<file path="config.mk">
export PLATFORM = sky130hd
export DESIGN_NAME = regfile_sb
export DESIGN_NICKNAME = d
export VERILOG_FILES = /design/src/rtl/regfile_sb.sv
export SDC_FILE = /design/constraint.sdc
export NUM_CORES = 1
export LEC_CHECK = 0
export CAP_MARGIN = 20
export CORE_MARGIN = 2
export CORE_UTILIZATION = 60
export CTS_BUF_LIST = sky130_fd_sc_hd__clkbuf_4
export CTS_CLUSTER_DIAMETER = 30
export DETAILED_ROUTE_END_ITERATION = 7
export PLACE_DENSITY = 0.8
export SLEW_MARGIN = 20
export SYNTH_ARGS = -nofsm -noshare
export SYNTH_HDL_FRONTEND = slang
export SYNTH_SLANG_ARGS = --single-unit
export TNS_END_PERCENT = 1
</file>
<file path="constraint.sdc">
create_clock -name clk -period 5.3 [get_ports clk]
set_input_delay 1.06 -clock clk [delete_from_list [all_inputs] [get_ports clk]]
set_output_delay 1.06 -clock clk [all_outputs]
set_load 0.02 [all_outputs]
</file>
<file path="src/rtl/regfile_sb.sv">
// regfile_sb: parametrised register file with two combinational read ports,
// one write-back port, hard-wired zero register and a per-register busy
// scoreboard (issue marks pending, write-back clears).
// Optional macro REGFILE_BYPASS_EN: forwards same-cycle write-back data to
// the read ports and lets an issue claim a register being written back.
module regfile_sb #(
  parameter int DATA_W   = 16,
  parameter int NUM_REGS = 16,
  parameter int ADDR_W   = 4
) (
  input  logic                clk,
  input  logic                rst_n,
  input  logic [ADDR_W-1:0]   rd_addr1,
  input  logic [ADDR_W-1:0]   rd_addr2,
  output logic [DATA_W-1:0]   rd_data1,
  output logic [DATA_W-1:0]   rd_data2,
  output logic                rd_busy1,
  output logic                rd_busy2,
  input  logic                wr_en,
  input  logic [ADDR_W-1:0]   wr_addr,
  input  logic [DATA_W-1:0]   wr_data,
  input  logic                iss_en,
  input  logic [ADDR_W-1:0]   iss_addr,
  output logic                iss_ready,
  output logic [NUM_REGS-1:0] busy_vec
);

  // One extra bit so NUM_REGS == 2**ADDR_W is representable.
  localparam logic [ADDR_W:0] REG_LIMIT = (ADDR_W + 1)'(NUM_REGS);

  logic [DATA_W-1:0]   regs [NUM_REGS];
  logic [NUM_REGS-1:0] busy;
  logic                wr_hit;
  logic                iss_fire;

  // True for addresses that name a real, writable register (not r0, not out of range).
  function automatic logic addr_ok(input logic [ADDR_W-1:0] a);
    return ({1'b0, a} < REG_LIMIT) && (a != '0);
  endfunction

  assign wr_hit   = wr_en && addr_ok(wr_addr);
  assign iss_fire = iss_en && iss_ready && addr_ok(iss_addr);
  assign busy_vec = busy;

  // Storage and scoreboard update; the issue set follows the write-back clear
  // so a same-register collision leaves the busy bit set.
  always_ff @(posedge clk or negedge rst_n) begin
    if (!rst_n) begin
      for (int unsigned i = 0; i < NUM_REGS; i++) begin
        regs[i] <= '0;
      end
      busy <= '0;
    end else begin
      if (wr_hit) begin
        regs[wr_addr] <= wr_data;
        busy[wr_addr] <= 1'b0;
      end
      if (iss_fire) begin
        busy[iss_addr] <= 1'b1;
      end
    end
  end

  // Read port 1: zero for r0 and out-of-range addresses.
  always_comb begin
    rd_data1 = '0;
    rd_busy1 = 1'b0;
    if (addr_ok(rd_addr1)) begin
      rd_data1 = regs[rd_addr1];
      rd_busy1 = busy[rd_addr1];
`ifdef REGFILE_BYPASS_EN
      if (wr_hit && (wr_addr == rd_addr1)) begin
        rd_data1 = wr_data;
        rd_busy1 = 1'b0;
      end
`endif
    end
  end

  // Read port 2: zero for r0 and out-of-range addresses.
  always_comb begin
    rd_data2 = '0;
    rd_busy2 = 1'b0;
    if (addr_ok(rd_addr2)) begin
      rd_data2 = regs[rd_addr2];
      rd_busy2 = busy[rd_addr2];
`ifdef REGFILE_BYPASS_EN
      if (wr_hit && (wr_addr == rd_addr2)) begin
        rd_data2 = wr_data;
        rd_busy2 = 1'b0;
      end
`endif
    end
  end

  // Issue readiness from the pre-edge busy bit; r0 and invalid addresses are always ready.
  always_comb begin
    iss_ready = 1'b1;
    if (addr_ok(iss_addr)) begin
      iss_ready = ~busy[iss_addr];
`ifdef REGFILE_BYPASS_EN
      if (wr_hit && (wr_addr == iss_addr)) begin
        iss_ready = 1'b1;
      end
`endif
    end
  end

endmodule

</file>
==> out/metrics.cfg <==
[floorplanning]
rows = 56
start_util = 0.605
core_sq_mm = 0.0233
die_area_sq_mm = 0.0247
die_width_um = 157
floorplan.die.height_um = 157
pin_count = 87

[pwr]
irDropWorstVdd_uv = 228
power_density_mw_per_mm2 = 392
power_leakage_nw = 6.95
power_mw = 6.30

[sta]
finalSetupViolCount = 0
slew_headroom = 0.194
tns_ns = 0
tightest_slew_ns = 1.21
finClkSkew_ns = 0.00924
finalCritPeriodShare = 0.869
fin_crit_ns = 4.61
rsz0062_at_grt = false
fin_hold_ws_ns = 0.381
hold_viol_final = 0
slew_violations = 0
max_freq_ghz = 0.217

[cts]
clkLatencyLatePin_ns = 0.69
ctsResizeCount = 0
cts-root-buf = clkbuf_4
tritoncts = done
clkSinkCount = 257
cts_made_buffers = 72
cts_hold_buf = 0
cts_max_level = 3
clockBufferDepth = 3
cts_setup_buffers = 0
cts.clk_slew.worst_paths_ns = 0.06

[drt]
wl_per_cell_um = 24.3
wl_mm = 36.4
initialDrtViolationCount = 825
drtPass1Iterations = 5
vias = 9657
routed_via_density = 6.45
drc = 0
final_antenna_net_count = 0

[critical_path]
reg2reg_slack_ns = 3.66
critPathKind = in2out
arrival_ns = 3.55
crit_path_start_kind = primary input
worst_setup_path_end_kind = output pin
worstPathRequired_ns = 4.24
cp_max_fo = 11

[global_routing]
grt_pass1_wl_mm = 56.8
grtUsageTotal = 0.305
antenna_found_initial = 1
first_global_vias = 10200
overflow = 0
grt_max_degree = 112

[placed_design]
numPortBuffers = 86
place_congestion = 0.873
post_dp_cell_area_sq_mm = 0.0151
dp_hpwl_mm = 22.1

[cells_and_area]
final_cell_mix = 257 x dfrtp_1, 242 x mux2_2, 111 x mux2i_1, 98 x clkbuf_4, 77 x clkdlybuf4s50_1
final_layout_size_suffix_gt1_frac = 0.427
finish.utilization = 0.691
layout_commonest_cell = dfrtp_1
final_nets = 1158
fin_area_sq_mm = 0.0161
nFillCells = 1682
area_growth_pct = 14.3
multi_input_comb_area_sq_mm = 0.00712
seq_area_sq_mm = 0.00643

[yosys]
synth.area.top_cells = dfrtp_1 46%, mux2_2 19%, mux4_2 12%, mux2i_1 7.9%, a21oi_1 1.8%
yosysWarnings = 0
synth_area_sq_mm = 0.0141
async_flop_share = 1.00
post_synth.cell_area_avg_sq_um = 13.8
ys_types = 41
yosys.area.top_type = dfrtp_1
synthCells = 1021
syn-num-nets = 1057
synth-seq-cells = 257
synth_top_area_frac = 0.457
synth_edf_count = 0
yosysSeqAreaShare = 0.457
yosys_most_used_dff = dfrtp_1

[run]
maxCapViolCount = 0

[worst_hold_path]
hold_path.class = reg2reg

[outcome]
status = finished, final reports clean

==> layout make-up <==
cell class,count,share of cell area
inverter,3,0.000700
tap,319,0.0248
timing repair buffer,124,0.0711
sequential,257,0.400
clock buffer,98,0.0458
multi-input combinational,664,0.443
clock inverter,31,0.0142
antenna,1,0.000156
==> per-layer routing <==
layer,vias up,share of wire,GRT usage
met5,-,0,0
met4,0,0.036,0.137
met3,90,0.065,0.0592
met2,433,0.48,0.484
met1,4978,0.42,0.413
li1,4156,-,-
==> path summary, 6_finish.rpt <==
kind | to | cells after the start | startpoint
worst max-delay path | iss_ready | 5 | iss_addr[0]
worst min-delay path | busy_vec[0] | 0 | busy_vec[0]
worst max register to register | busy_vec[13] | 4 | busy_vec[15]
worst min register to register | busy_vec[0] | 0 | busy_vec[0]
max in group asynchronous | regs[70] | 2 | rst_n
min in group asynchronous | busy_vec[13] | 1 | rst_n
==> per-stage QoR <==
| step | instances | setup slack, ns |
|---|---|---|
| 2_1_floorplan | 1021 | 1.81 |
| 3_3_place_gp | 1367 | 0.726 |
| 3_5_place_dp | 1367 | 0.697 |
| 4_1_cts | 1496 | 0.678 |
| 5_1_grt | 1497 | 0.560 |
| 6_report | 1497 | 0.693 |
==> worst max-delay path, stage by stage <==
cell and delay [ns]:
clkdlybuf4s50_1 0.75, mux4_2 0.60, mux4_2 0.48, inv_1 0.07, clkdlybuf4s50_1 0.59
==> flip-flops by register name (all words and copies together), names as in the netlist <==
| signal | count |
|---|---|
| regs | 241 |
| busy_vec | 16 |
==> synth_stat cells, types with 4 or more instances <==
library cell and count:
mux2_1 7, a22oi_1 16, buf_2 45, clkbuf_1 35
mux4_2 75, mux2_4 10, a21oi_1 51, nand2_1 24
mux2_2 242, dfrtp_1 257, nand3_1 5, a211oi_1 6
o22ai_1 14, buf_4 8, a221o_1 16, nor2b_1 6
buf_6 4, nand2b_1 7, o21ai_0 12, mux2i_1 111
a2111oi_0 15, nor2_2 8, nor2_1 19
==> power by group <==
group	leakage, nW	switching, mW	internal [mW]
registers	3.15	0.370	2.42
logic	3.22	0.651	0.939
clock network	0.575	0.858	1.06
total	6.95	1.88	4.42
==> cell families after synthesis <==
| group | count (synthesis) | share of synthesized area |
|---|---|---|
| AO/OA/AOI/OAI | 137 | 0.0653 |
| buffers and inverters | 100 | 0.0372 |
| flip-flops | 257 | 0.457 |
| multiplexers | 445 | 0.409 |
| AND/OR/NAND/NOR | 82 | 0.0310 |
(Power assumes the default switching activity.)
==> RTL change 1, RTL diff (config.mk and constraints unchanged) <==
Build with the macro `REGFILE_BYPASS_EN` defined.
--- a/src/rtl/regfile_sb.sv
+++ b/src/rtl/regfile_sb.sv
@@ -4,4 +4,6 @@
 // Optional macro REGFILE_BYPASS_EN: forwards same-cycle write-back data to
 // the read ports and lets an issue claim a register being written back.
+`define REGFILE_BYPASS_EN
+
 module regfile_sb #(
   parameter int DATA_W   = 16,
Formal check against the unedited RTL: not equivalent (Yosys sat finds a counterexample within 4 cycles, from zero or initial values and one cycle with rst_n low).
==> RTL change 1 against the unedited design <==
  * Sequential power up 4%
  * Utilization down 0.11 points
  * Total power up 6.2%
  * Combinational power up 16%
  * Highest routed layer is now met5
  * Synthesized area up 7.8%
  * Worst setup slack worse by 71 ps
  * Sequential cell count up 15
  * Non-clock buffer count up 6
  * Critical path depth up 1
  * Design area up 7.1%
  * Routed wire length up 13%
==> RTL change 1: results (changes against the unedited design) <==
Route
  – Starting DRT DRC Count: 1042 (was 825)
  – Via/cell ratio: 6.84 (was 6.45)
  – DR pass1 iterations: 5 (unchanged)
  – DR vias: 10.2k (was 9657)
  – WL/cell: 27.8 um (was 24.3 um)

Placed design
  – Placed Cells: 1355 (was 1367)
  – Placed Area: 16300 um2 (was 15100 um2)
  – RD Place Congestion: 0.859 (was 0.873)
  – Port bufs: 86 (unchanged)
  – HPWL after detailed placement: 25600 um (was 22100 um)

Yosys
  – Post-synthesis sequential area ratio: 0.449 (was 0.457)
  – Cells after Synth: 1014 (was 1021)
  – Fraction of registers with async set/reset: 1.00 (unchanged)
  – Synth Area in Compound Gates: 0.0715 (was 0.0653)
  – Post-Syn Nets: 1050 (was 1057)
  – Synth area leaders: dfrtp_1 45%, mux4_2 21%, mux2_2 15% (was dfrtp_1 46%, mux2_2 19%, mux4_2 12%)
  – Post-synthesis mux area share: 0.398 (was 0.409)
  – Post-synth top cells: 272 x dfrtp_1, 204 x mux2_2, 139 x mux4_2, 64 x a22oi_1, 57 x clkbuf_1 (was 257 x dfrtp_1, 242 x mux2_2, 111 x mux2i_1, 75 x mux4_2, 51 x a21oi_1)
  – Synth warnings: 0 (unchanged)
  – Xor/xnor share of the synthesized area: 0.00693 (was 0)
  – Synth unique cells: 43 (was 41)
  – Adder-cell share of the synthesized area: 0 (unchanged)

Worst setup path
  – R2R cell count: 4 (unchanged)
  – CP max stage cell: clkdlybuf4s50_1 (unchanged)
  – Max Fanout on Critical Path: 17 (was 11)
  – CP Data Arrival Time: 3620 ps (was 3550 ps)
  – CP peak stage delay: 810 ps (was 750 ps)

Clock tree
  – Worst-path clk slew: 60 ps (about the same)
  – CTS HTree Levels: 3 (unchanged)
  – Inserted Clock Buffers: 76 (was 72)
  – CTS Root Buffer Type: clkbuf_4 (unchanged)
  – Postcts setup bufs: 0 (unchanged)
  – Post-CTS sizing: 0 (unchanged)
  – Clock Path Buffers: 3 (unchanged)
  – Clk_lat worst skew: 680 ps

Global routing
  – Largest net degree at the start of global routing: 102 (was 112)
  – Grt met3 use: 0.0789 (was 0.0592)
  – Antenna violations before repair: 3 (was 1)
  – Met2 usage: 0.507 (was 0.484)
  – Total GRT Usage: 0.322 (was 0.305)
  – First-pass GRT wire length: 62900 um (was 56800 um)
  – Vias in the first global route: 10.6k (was 10.2k)
  – GRT met1 Usage: 0.432 (was 0.413)

Outcome
  – Run status: finished, final reports clean (unchanged)

STA
  – Clk_skew: 28.8 ps (was 9.24 ps)
  – Slew Limit Headroom: 0.388 (was 0.194)

Final layout
  – Top reg by flops: regs (unchanged)
  – Max reg flops: 256 (was 241)
  – Layout cell share with drive strength beyond 1: 0.495 (was 0.427)

Power and ir drop
  – VDD IR-drop max: 0.000202 V (was 0.000228 V)
  – Static Leak: 0.00732 uW (was 0.00695 uW)

Hold path
  – Cell count of the worst hold path: 0 (unchanged)
  – Hold Crit Class: reg2reg (unchanged)

Job
  – Max cap viols: 0 (unchanged)
[RTL change 1: cell count changes after synthesis, moves of 15 or more]
| cell | before | now |
|---|---|---|
| a2111oi_0 | 15 | 0 |
| a21oi_1 | 51 | 0 |
| a221o_1 | 16 | 0 |
| a22o_1 | 3 | 32 |
| a22oi_1 | 16 | 64 |
| clkbuf_1 | 35 | 57 |
| dfrtp_1 | 257 | 272 |
| mux2_2 | 242 | 204 |
| mux2_4 | 10 | 27 |
| mux2i_1 | 111 | 6 |
| mux4_2 | 75 | 139 |
| nand2_1 | 24 | 45 |
[RTL change 1: path summary, 6_finish.rpt]
check | slack, ps | endpoint | from
max in group asynchronous | 3790 | regs[88] | rst_n
max reg2reg | 3340 | busy_vec[11] | busy_vec[11]
max | 620 | rd_data1[2] | rd_addr1[2]
min in group asynchronous | 410 | regs[226] | rst_n
min | 400 | regs[248] | regs[248]
min reg2reg | 400 | regs[248] | regs[248]
[RTL change 1: critical path, delay by kind of cell]
family                 cells  cell delay, ps
AO/OA/AOI/OAI              2             820
buffers and inverters      2            1420
AND/OR/NAND/NOR            1             160
XOR/XNOR                   1             160
[RTL change 1: cells by family (layout without fill, tap and decap cells)]
kind of cell,after synthesis,in the layout
and+or+nand+nor,94,94
buffers and inverters,119,257
muxes,388,388
AOI/OAI and AO/OA,129,129
DFF,272,272
other,0,2
xor gates and xnor gates,12,12
[RTL change 1: through the flow]
step | power [uW] | setup WS [ps]
after CTS | 6700 | 650
after floorplan | 4130 | 1650
after detailed placement | 4770 | 668
final | 6690 | 621
after global routing | 6980 | 578
after global placement | 4680 | 676
[RTL change 1: final cells by class]
| cell class | count | area [um2] |
|---|---|---|
| clock inverter | 18 | 126 |
| clock buffer | 109 | 818 |
| sequential | 272 | 6810 |
| timing repair buffer | 130 | 1290 |
| antenna | 2 | 5.00 |
| tap | 330 | 413 |
| fill | 1728 | 7740 |
| multi-input combinational | 623 | 7770 |
[RTL change 1: per-layer routing]
metal	share of wire	routed length, um
met1	0.39	16000
met2	0.49	20200
met3	0.091	3740
met4	0.034	1390
met5	0.00024	10
[RTL change 1: power by group]
part           leakage [uW]  total [uW]  switching, uW  internal (uW)
clock network      0.000575        1930            888           1040
logic               0.00338        1850            751           1100
registers           0.00337        2910            369           2540
==> RTL change 2, RTL diff (same flow settings) <==
Without the edit above. Make the reset (`rst_n`) synchronous in one clocked block.
--- a/src/rtl/regfile_sb.sv
+++ b/src/rtl/regfile_sb.sv
@@ -45,5 +45,5 @@
   // Storage and scoreboard update; the issue set follows the write-back clear
   // so a same-register collision leaves the busy bit set.
-  always_ff @(posedge clk or negedge rst_n) begin
+  always_ff @(posedge clk) begin
     if (!rst_n) begin
       for (int unsigned i = 0; i < NUM_REGS; i++) begin
Formal check against the unedited RTL: not equivalent (a bounded check fails within 4 cycles, from zero or initial values and one cycle with rst_n low; the reset may be asserted at any time).
==> RTL change 2 against the unedited design <==
  * Utilization is essentially flat
  * Routed wire length grew 8.5%
  * Critical path depth grew 2
  * Maximum frequency shrank 3.6%
  * Synthesized area grew 0.20%
  * Sequential cell count shrank 1
  * Clock skew grew 13 ps
  * Design area is essentially flat
  * Worst setup slack lost 170 ps
  * Critical path type unchanged
  * Critical endpoint is now rd_data2[5]
Power is not compared: it rests on default switching activity, and its combinational part moved more than twofold at a synthesized area within 25%.
==> RTL change 2: results (changes against the unedited design) <==
Global routing
  – Total GRT Usage: 0.331 (was 0.305)
  – Vias in the first global route: 9798 (was 10.2k)
  – Largest net degree at the start of global routing: 39 (was 112)
  – First-pass GRT wire length: 59500 um (was 56800 um)

STA
  – Clk_skew: 21.9 ps (was 9.24 ps)
  – Worst-Margin Slew: 1160 ps (was 1210 ps)

Route
  – DR pass1 iterations: 7 (was 5)
  – Starting DRT DRC Count: 1534 (was 825)
  – WL/cell: 26.6 um (was 24.3 um)
  – DR vias: 9854 (was 9657)

Worst setup path
  – R2R cell count: 4 (unchanged)
  – Critical setup path kind: in2out (unchanged)
  – CP Data Arrival Time: 3720 ps (was 3550 ps)
  – Max Fanout on Critical Path: 10 (was 11)
  – CP Launch Point: rd_addr2[0] (was iss_addr[0])
  – Reg-to-Reg Start: busy_vec[15] (unchanged)

Clock tree
  – Inserted Clock Buffers: 69 (was 72)
  – CTS Root Buffer Type: clkbuf_4 (unchanged)
  – Post-CTS sizing: 0 (unchanged)
  – CTS HTree Levels: 3 (unchanged)
  – Worst-path clk slew: 60 ps (about the same)

Power and ir drop
  – VDD IR-drop max: 0.000260 V

Yosys
  – Post-synthesis sequential area ratio: 0.534 (was 0.457)
  – Xor/xnor share of the synthesized area: 0 (unchanged)
  – Post-synthesis mux area share: 0.205 (was 0.409)
  – Post-Syn Nets: 1056 (was 1057)
  – Post-synth EDFFs: 240 (was 0)
  – Fraction of registers with async set/reset: 0 (was 1.00)
  – Synth unique cells: 45 (was 41)
  – Synth area leaders: edfxtp_1 51%, mux4_2 12%, and2_1 11% (was dfrtp_1 46%, mux2_2 19%, mux4_2 12%)
  – Post-synth top cells: 242 x and2_1, 240 x edfxtp_1, 83 x mux2i_1, 74 x mux4_2, 44 x clkbuf_1 (was 257 x dfrtp_1, 242 x mux2_2, 111 x mux2i_1, 75 x mux4_2, 51 x a21oi_1)
  – Synth Area in Compound Gates: 0.0782 (was 0.0653)
  – Top_reg_cell synth: edfxtp_1 (was dfrtp_1)

Placed design
  – HPWL after detailed placement: 25300 um (was 22100 um)
  – Placed Area: 15200 um2 (was 15100 um2)
  – Port bufs: 86 (unchanged)
  – RD Place Congestion: 0.922 (was 0.873)

Hold path
  – Worst Hold Launch: busy_vec[0] (unchanged)
  – Cell count of the worst hold path: 1 (was 0)
  – Hold Crit Class: reg2reg (unchanged)

Final layout
  – Final net count: 1155 (was 1158)
  – Layout cell share with drive strength beyond 1: 0.257 (was 0.427)
  – # fillers: 1669 (was 1682)
  – Max reg flops: 240 (was 241)

Outcome
  – Run status: finished, final reports clean (unchanged)
## RTL change 2: cell families after synthesis
| group | Yosys count |
|---|---|
| DFF | 256 |
| AOI/OAI and AO/OA | 147 |
| and+or+nand+nor | 317 |
| muxes | 192 |
| buffers and inverters | 108 |
## RTL change 2: cell type report
type	count	area share
Tap cell	319	0.0248
Clock buffer	106	0.0495
Clock inverter	8	0.00397
Antenna cell	1	0.000156
Inverter	16	0.00374
Timing Repair Buffer	120	0.0712
Multi-Input combinational cell	656	0.378
Sequential cell	256	0.468
## RTL change 2: worst paths after layout
kind | to | slack (ps)
max | rd_data2[5] | 520
min | busy_vec[0] | 500
max reg2reg | busy_vec[14] | 3960
min reg2reg | busy_vec[0] | 500
## RTL change 2: stage by stage
stage | power (uW) | util | std cells | setup slack (ps)
after global placement | 3110 | 0.651 | 1366 | 534
final | 4870 | 0.691 | 1482 | 519
after floorplan | 2850 | - | 1020 | 1860
after CTS | 4870 | 0.689 | 1480 | 305
after detailed placement | 3130 | 0.652 | 1366 | 323
after global routing | 5030 | 0.691 | 1482 | 348
## RTL change 2: critical path, stage by stage
cell	delay, ps
clkdlybuf4s50_1	670
nor2b_1	290
buf_4	210
a221oi_1	100
a221oi_1	440
o221a_1	320
clkdlybuf4s50_1	630
## RTL change 2: power by group
group	leakage, uW	total [uW]	switching [uW]	internal, uW
clock network	0.000521	1770	818	951
registers	0.00243	2390	62.2	2330
logic	0.00279	715	405	310
## RTL change 2: per-layer routing
layer | wire length, um | GRT usage | vias to the layer above | part of all wire
met5 | 0 | 0 | - | 0
met4 | 1320 | 0.138 | 0 | 0.033
met3 | 5050 | 0.0933 | 102 | 0.13
met2 | 18500 | 0.510 | 711 | 0.47
met1 | 14600 | 0.447 | 4896 | 0.37
li1 | - | - | 4145 | -
